## config.mk

```make
export PLATFORM = sky130hd
export DESIGN_NAME = commit_trace_serializer
export DESIGN_NICKNAME = d
export VERILOG_FILES = /design/src/rtl/commit_trace_serializer.sv
export SDC_FILE = /design/constraint.sdc
export NUM_CORES = 2
export LEC_CHECK = 0
export BUFFER_PORTS_ARGS = -buffer_cell sky130_fd_sc_hd__buf_2
export CAP_MARGIN = 30
export CORE_AREA = 2 2 421 423
export CTS_CLUSTER_SIZE = 25
export DETAILED_ROUTE_END_ITERATION = 7
export DIE_AREA = 0 0 423 425
export PLACE_DENSITY_LB_ADDON = 0.15
export SYNTH_ARGS = -nofsm -noshare
export SYNTH_HDL_FRONTEND = slang
export SYNTH_SLANG_ARGS = --single-unit
```

## constraint.sdc

```tcl
create_clock -name clk -period 20.2 [get_ports clk]
set_clock_uncertainty 0.15 [all_clocks]
set_input_delay 2.02 -clock clk [delete_from_list [all_inputs] [get_ports clk]]
set_output_delay 2.02 -clock clk [all_outputs]
set_load 0.05 [all_outputs]
```

## src/rtl/commit_trace_serializer.sv

```systemverilog
// Commit trace serializer: buffers 2-wide retirements in a FIFO and emits them one per handshake with a sequence number.
// Optional PC continuity checker: define COMMIT_TRACE_PC_CHECK_EN. Only IssueWidth = 2 is supported.
module commit_trace_serializer #(
    parameter int XLEN       = 32,
    parameter int IssueWidth = 2,
    parameter int DEPTH      = 8,
    parameter int SEQW       = 32
) (
    input  logic                                 clk,
    input  logic                                 rst,
    input  logic [IssueWidth-1:0]                update_i,
    input  logic [IssueWidth-1:0][XLEN-1:0]      pc_i,
    input  logic [IssueWidth-1:0][XLEN-1:0]      instr_i,
    input  logic [IssueWidth-1:0][4:0]           reg_addr_i,
    input  logic [IssueWidth-1:0][XLEN-1:0]      reg_data_i,
    input  logic [IssueWidth-1:0][XLEN-1:0]      mem_addr_i,
    input  logic [IssueWidth-1:0][XLEN-1:0]      mem_data_i,
    input  logic [IssueWidth-1:0]                mem_wrt_i,
    output logic                                 out_valid_o,
    input  logic                                 out_ready_i,
    output logic [SEQW-1:0]                      out_seq_o,
    output logic [XLEN-1:0]                      out_pc_o,
    output logic [XLEN-1:0]                      out_instr_o,
    output logic [4:0]                           out_reg_addr_o,
    output logic [XLEN-1:0]                      out_reg_data_o,
    output logic [XLEN-1:0]                      out_mem_addr_o,
    output logic [XLEN-1:0]                      out_mem_data_o,
    output logic                                 out_mem_wrt_o,
    output logic                                 out_reg_wr_o,
    output logic [$clog2(DEPTH):0]               count_o,
    output logic                                 overflow_o,
`ifdef COMMIT_TRACE_PC_CHECK_EN
    output logic                                 pc_err_o,
    output logic [XLEN-1:0]                      err_pc_o,
`endif
    output logic [15:0]                          drop_cnt_o
);

    localparam int AW = $clog2(DEPTH);
    localparam int CW = AW + 1;

    typedef struct packed {
        logic [XLEN-1:0] pc;
        logic [XLEN-1:0] instr;
        logic [4:0]      regAddr;
        logic [XLEN-1:0] regData;
        logic [XLEN-1:0] memAddr;
        logic [XLEN-1:0] memData;
        logic            memWrt;
        logic            regWr;
    } payload_t;

    typedef struct packed {
        logic [SEQW-1:0] seq;
        payload_t        pl;
    } entry_t;

    payload_t laneEnt [IssueWidth];
    entry_t   slotEnt [2];
    entry_t   fifoMem [DEPTH];
    entry_t   head;

    logic [AW-1:0]   rdPtr, wrPtr, wrPtrNext1;
    logic [CW-1:0]   count, freeSlots;
    logic [SEQW-1:0] nextSeq;
    logic [1:0]      nCand, nAcc, nDrop;
    logic            pop, overflow;
    logic [15:0]     dropCnt;
    logic [16:0]     dropSum;

    for (genvar g = 0; g < IssueWidth; g++) begin : gLane
        assign laneEnt[g] = '{pc: pc_i[g], instr: instr_i[g], regAddr: reg_addr_i[g],
                              regData: reg_data_i[g], memAddr: mem_addr_i[g],
                              memData: mem_data_i[g], memWrt: mem_wrt_i[g],
                              regWr: (reg_addr_i[g] != 5'd0)};
    end

    // Space is judged on start-of-cycle occupancy; a same-cycle pop never frees room.
    always_comb begin
        freeSlots  = CW'(DEPTH) - count;
        nCand      = {1'b0, update_i[0]} + {1'b0, update_i[1]};
        nAcc       = (CW'(nCand) <= freeSlots) ? nCand : freeSlots[1:0];
        nDrop      = nCand - nAcc;
        pop        = (count != '0) && out_ready_i;
        wrPtrNext1 = wrPtr + AW'(1);
        slotEnt[0] = '{seq: nextSeq, pl: (update_i[0] ? laneEnt[0] : laneEnt[1])};
        slotEnt[1] = '{seq: nextSeq + SEQW'(1), pl: laneEnt[1]};
        dropSum    = {1'b0, dropCnt} + 17'(nDrop);
    end

    always_ff @(posedge clk) begin
        if (nAcc != 2'd0) fifoMem[wrPtr] <= slotEnt[0];
        if (nAcc == 2'd2) fifoMem[wrPtrNext1] <= slotEnt[1];
    end

    always_ff @(posedge clk or posedge rst) begin
        if (rst) begin
            rdPtr    <= '0;
            wrPtr    <= '0;
            count    <= '0;
            nextSeq  <= '0;
            overflow <= 1'b0;
            dropCnt  <= '0;
        end else begin
            wrPtr    <= wrPtr + AW'(nAcc);
            if (pop) rdPtr <= rdPtr + AW'(1);
            count    <= count + CW'(nAcc) - CW'(pop);
            nextSeq  <= nextSeq + SEQW'(nAcc);
            overflow <= overflow | (nDrop != 2'd0);
            dropCnt  <= dropSum[16] ? 16'hFFFF : dropSum[15:0];
        end
    end

    // Head fields are forced to zero while the FIFO is empty.
    always_comb begin
        head           = (count != '0) ? fifoMem[rdPtr] : '0;
        out_valid_o    = (count != '0);
        out_seq_o      = head.seq;
        out_pc_o       = head.pl.pc;
        out_instr_o    = head.pl.instr;
        out_reg_addr_o = head.pl.regAddr;
        out_reg_data_o = head.pl.regData;
        out_mem_addr_o = head.pl.memAddr;
        out_mem_data_o = head.pl.memData;
        out_mem_wrt_o  = head.pl.memWrt;
        out_reg_wr_o   = head.pl.regWr;
        count_o        = count;
        overflow_o     = overflow;
        drop_cnt_o     = dropCnt;
    end

`ifdef COMMIT_TRACE_PC_CHECK_EN
    logic            pcErr, havePrev, chkValid, errNow;
    logic [XLEN-1:0] errPc, expPc, chkExp, errPcNow;
    logic [6:0]      opc;

    // Walk accepted slots in program order; a jump/branch or reset leaves the next pc unconstrained.
    always_comb begin
        chkValid = havePrev;
        chkExp   = expPc;
        errNow   = 1'b0;
        errPcNow = '0;
        opc      = '0;
        for (int s = 0; s < 2; s++) begin
            if (s < int'(nAcc)) begin
                if (chkValid && (slotEnt[s].pl.pc != chkExp) && !errNow) begin
                    errNow   = 1'b1;
                    errPcNow = slotEnt[s].pl.pc;
                end
                opc      = slotEnt[s].pl.instr[6:0];
                chkExp   = slotEnt[s].pl.pc + XLEN'(4);
                chkValid = !(opc == 7'b1101111 || opc == 7'b1100111 || opc == 7'b1100011);
            end
        end
    end

    always_ff @(posedge clk or posedge rst) begin
        if (rst) begin
            pcErr    <= 1'b0;
            errPc    <= '0;
            havePrev <= 1'b0;
            expPc    <= '0;
        end else begin
            havePrev <= chkValid;
            expPc    <= chkExp;
            if (!pcErr && errNow) begin
                pcErr <= 1'b1;
                errPc <= errPcNow;
            end
        end
    end

    assign pc_err_o = pcErr;
    assign err_pc_o = errPc;
`endif

endmodule

```

==> results.md <==
- TritonCTS clock tree: done
- Setup_tns: 0 ps
- Critical path endpoint category: primary output
- Cts hold-fix bufs: 0
- Post-synth EDFFs: 1592
- Final period utilization: 40.3%
- Pre-CTS WS: 11350 ps
- Max VDD drop: 0.258 mV
- Startpoint types: flip-flop
- Number of buffers and inverters on the critical path: 6
- Crit-path most repeated cell: buf_4
- CP Class: flip-flop to primary output
- Critical-path cell list: buf_4 -> buf_4 -> buf_16 -> buf_4 -> buf_4 -> mux4_2 -> mux2i_1 -> nor2_1 -> buf_2
- Skew-Pair Late Insertion Delay: 830 ps
- CTS Sinks: 1651
- Crit path arrival time: 5970 ps
- Pwr Density: 195 nW/um2
- P&R area growth vs syn: 11.6%
- Final Slew Violations: 0
- DRC violations left: 0
- CTS Root Cell: clkbuf_16
- Hold crit path type: flip-flop to flip-flop
- Mux contribution to synthesized area: 15.1%
- Largest net degree at the start of global routing: 213
- Crit-path leading delay family: buffers and inverters
- Post-Syn Nets: 7299
- Final setup fails: 0
- Final Routed Wirelength: 289000 um
- Status: complete, no violations
- Register area share after synthesis: 57.8%
- F_max: 123 MHz
- Yosys reg bits: 1651
- Required @ worst endpoint: 18030 ps
- Setup repair bufs after CTS: 0
- CP max stage delay: 920 ps
- Adder-Cell Fraction of Synth Area: 0.344%
- Post-route cell area: 95100 um2
- Post-synthesis simple-gate area fraction: 11.4%
- First-pass GRT wire length: 420000 um
- DR iter-0 viols: 8073
- Slowest-stage cell, CP: dfrtp_4
- Layout cell share with drive strength beyond 1: 19.8%
- Ys Warns: 0
- Worst-path clk slew: 60 ps
- Die Y: 425 um
- Post-Synthesis Cells: 6941
- Unrepaired setup endpoints after global routing: no
- Initial antenna violation count: 52
- Pleak: 31.9 nW
- Layout Nets: 7309
- Worst slew margin: 18.7%
- # port buffers: 557
- Clock period minus worst slack: 8140 ps
- Max clock buf depth: 3
- Die Wd: 423 um
- Largest family of logic cells by synthesized area: multiplexers
- Core area: 175000 um2
- Max FO, Critical Path: 43
- Post-Synth XOR/XNOR Area: 2.89%
- Async SR Flop Fraction: 3.57%
- Overflow after GRT: 0
- Mean Syn Cell Area: 12.3 um2
- Final WS setup: 12060 ps
- CTS-repair resized insts: 0
- Placer Congestion: 0.796
- CTS buffer count: 183
- Area of the mapped netlist: 85200 um2
- HPWL after DPL: 146000 um
- Netlist cell types: 50
- Slew at the pin closest to its max-slew limit: 1220 ps
- Vias per cell: 6.65
- Complex-gate fraction of the synthesized area: 8.26%
- Total chip power: 18.6 mW
- Worst reg-to-reg setup slack: 14290 ps
- Remaining antenna violation count: 0
- Hold Vio Cnt, Final: 0
- Placed Area: 89100 um2
- Starting Density: 48.6%
- Routed len/inst: 30.6 um
- Routed via count: 62900
- Die area: 180000 um2
- Top_reg_cell synth: edfxtp_1
- 1st-pass router iterations: 6
- Vias in the first global route: 61900
- H-Tree Level Count: 4
- Max-cap violations: 0
- I/O Pins: 558
- Rows: 154
- Gr usage total: 31.4%
[routing by layer]
metal / GRT usage [%] / wire length, um / share of wire (%) / vias up
met1: 43.0 / 111000 / 38 / 31600
met3: 5.04 / 29500 / 10 / 698
met2: 49.5 / 135000 / 47 / 3876
met4: 14.7 / 13000 / 4.5 / 32
li1: - / - / - / 26800
met5: 0 / 214 / 0.074 / -
[per-stage QoR]
step	hold slack, ps	cells	util [%]
CTS	368	9430	54.1
floorplan	355	6941	-
global route	376	9458	54.2
detailed placement	344	9101	50.8
finish	360	9468	54.3
global placement	364	9087	50.6
[area by class of cell]
cell class / count / area [um2]
repair buffers: 677 / 4290
clock buffers: 235 / 4950
multi-input cells: 4424 / 32700
diodes: 33 / 82.6
flip-flops and latches: 1651 / 49300
clock inverters: 94 / 851
inverters: 14 / 52.6
well taps: 2340 / 2930
fillers: 14700 / 80200
[flip-flops by register name, summed over array words and instances, names as in the netlist]
register	cells
count_o	4
drop_cnt_o	16
fifoMem	1592
nextSeq	32
overflow_o	1
rdPtr	3
wrPtr	3
[power by group]
part	leakage [nW]	switching [mW]	internal, mW
clock	2.86	1.42	1.90
combinational	13.9	7.05	2.44
sequential	15.2	0.375	5.37
total	31.9	8.84	9.71
[Yosys cell counts (6+ instances only)]
master,instances,area [um2]
edfxtp_1,1592,47800
nor3_1,1487,7440
a21oi_1,1332,6670
clkbuf_1,468,1760
mux4_2,398,8960
mux2i_1,375,3750
nor2_1,232,871
xor2_1,203,1780
buf_2,194,971
buf_1,178,668
xnor2_1,78,683
dfrtp_1,59,1480
nand2_1,53,199
nand3_1,46,230
o21ai_0,37,185
nand4_1,31,194
nor4_2,28,350
ha_1,17,213
and3_1,15,93.8
inv_1,14,52.6
mux2_2,13,146
nand2b_1,9,56.3
and2_1,6,37.5
and4_1,6,52.6
buf_4,6,45.0
or3_1,6,37.5
[path summary, 6_finish.rpt]
kind                            start         endpoint  cells after the start
max in group asynchronous         rst         rdPtr[0]                      3
max                          rdPtr[0]  out_instr_o[12]                      9
max reg2reg                count_o[0]  fifoMem[3][139]                      9
min                        overflow_o       overflow_o                      1
min in group asynchronous         rst   drop_cnt_o[15]                      3
min reg2reg                overflow_o       overflow_o                      1
[layout by cell type, fill, tap and decap left out, drive strengths merged, types with 7 or more instances in the layout]
cell    instances
a21oi        1332
and2            7
and3           15
buf           677
bufinv         14
clkbuf        235
clkinv         73
dfrtp          59
diode          33
edfxtp       1592
ha             17
inv            20
mux2           13
mux2i         375
mux4          398
nand2          58
nand2b          9
nand3          46
nand4          31
nor2          232
nor3         1487
nor4           33
o21ai          37
xnor2          78
xor2          203
[cells by family (layout without fill, tap and decap cells)]
kind of cell | count (synthesis) | in the layout
AO/OA/AOI/OAI | 1390 | 1390
XOR/XNOR | 281 | 281
adder cells (fa/ha/maj) | 21 | 21
buffers and inverters | 866 | 1020
flip-flops | 1651 | 1651
multiplexers | 786 | 786
other | 0 | 33
AND/OR/NAND/NOR | 1946 | 1946
Note: power is estimated with default switching activity, not from simulation.
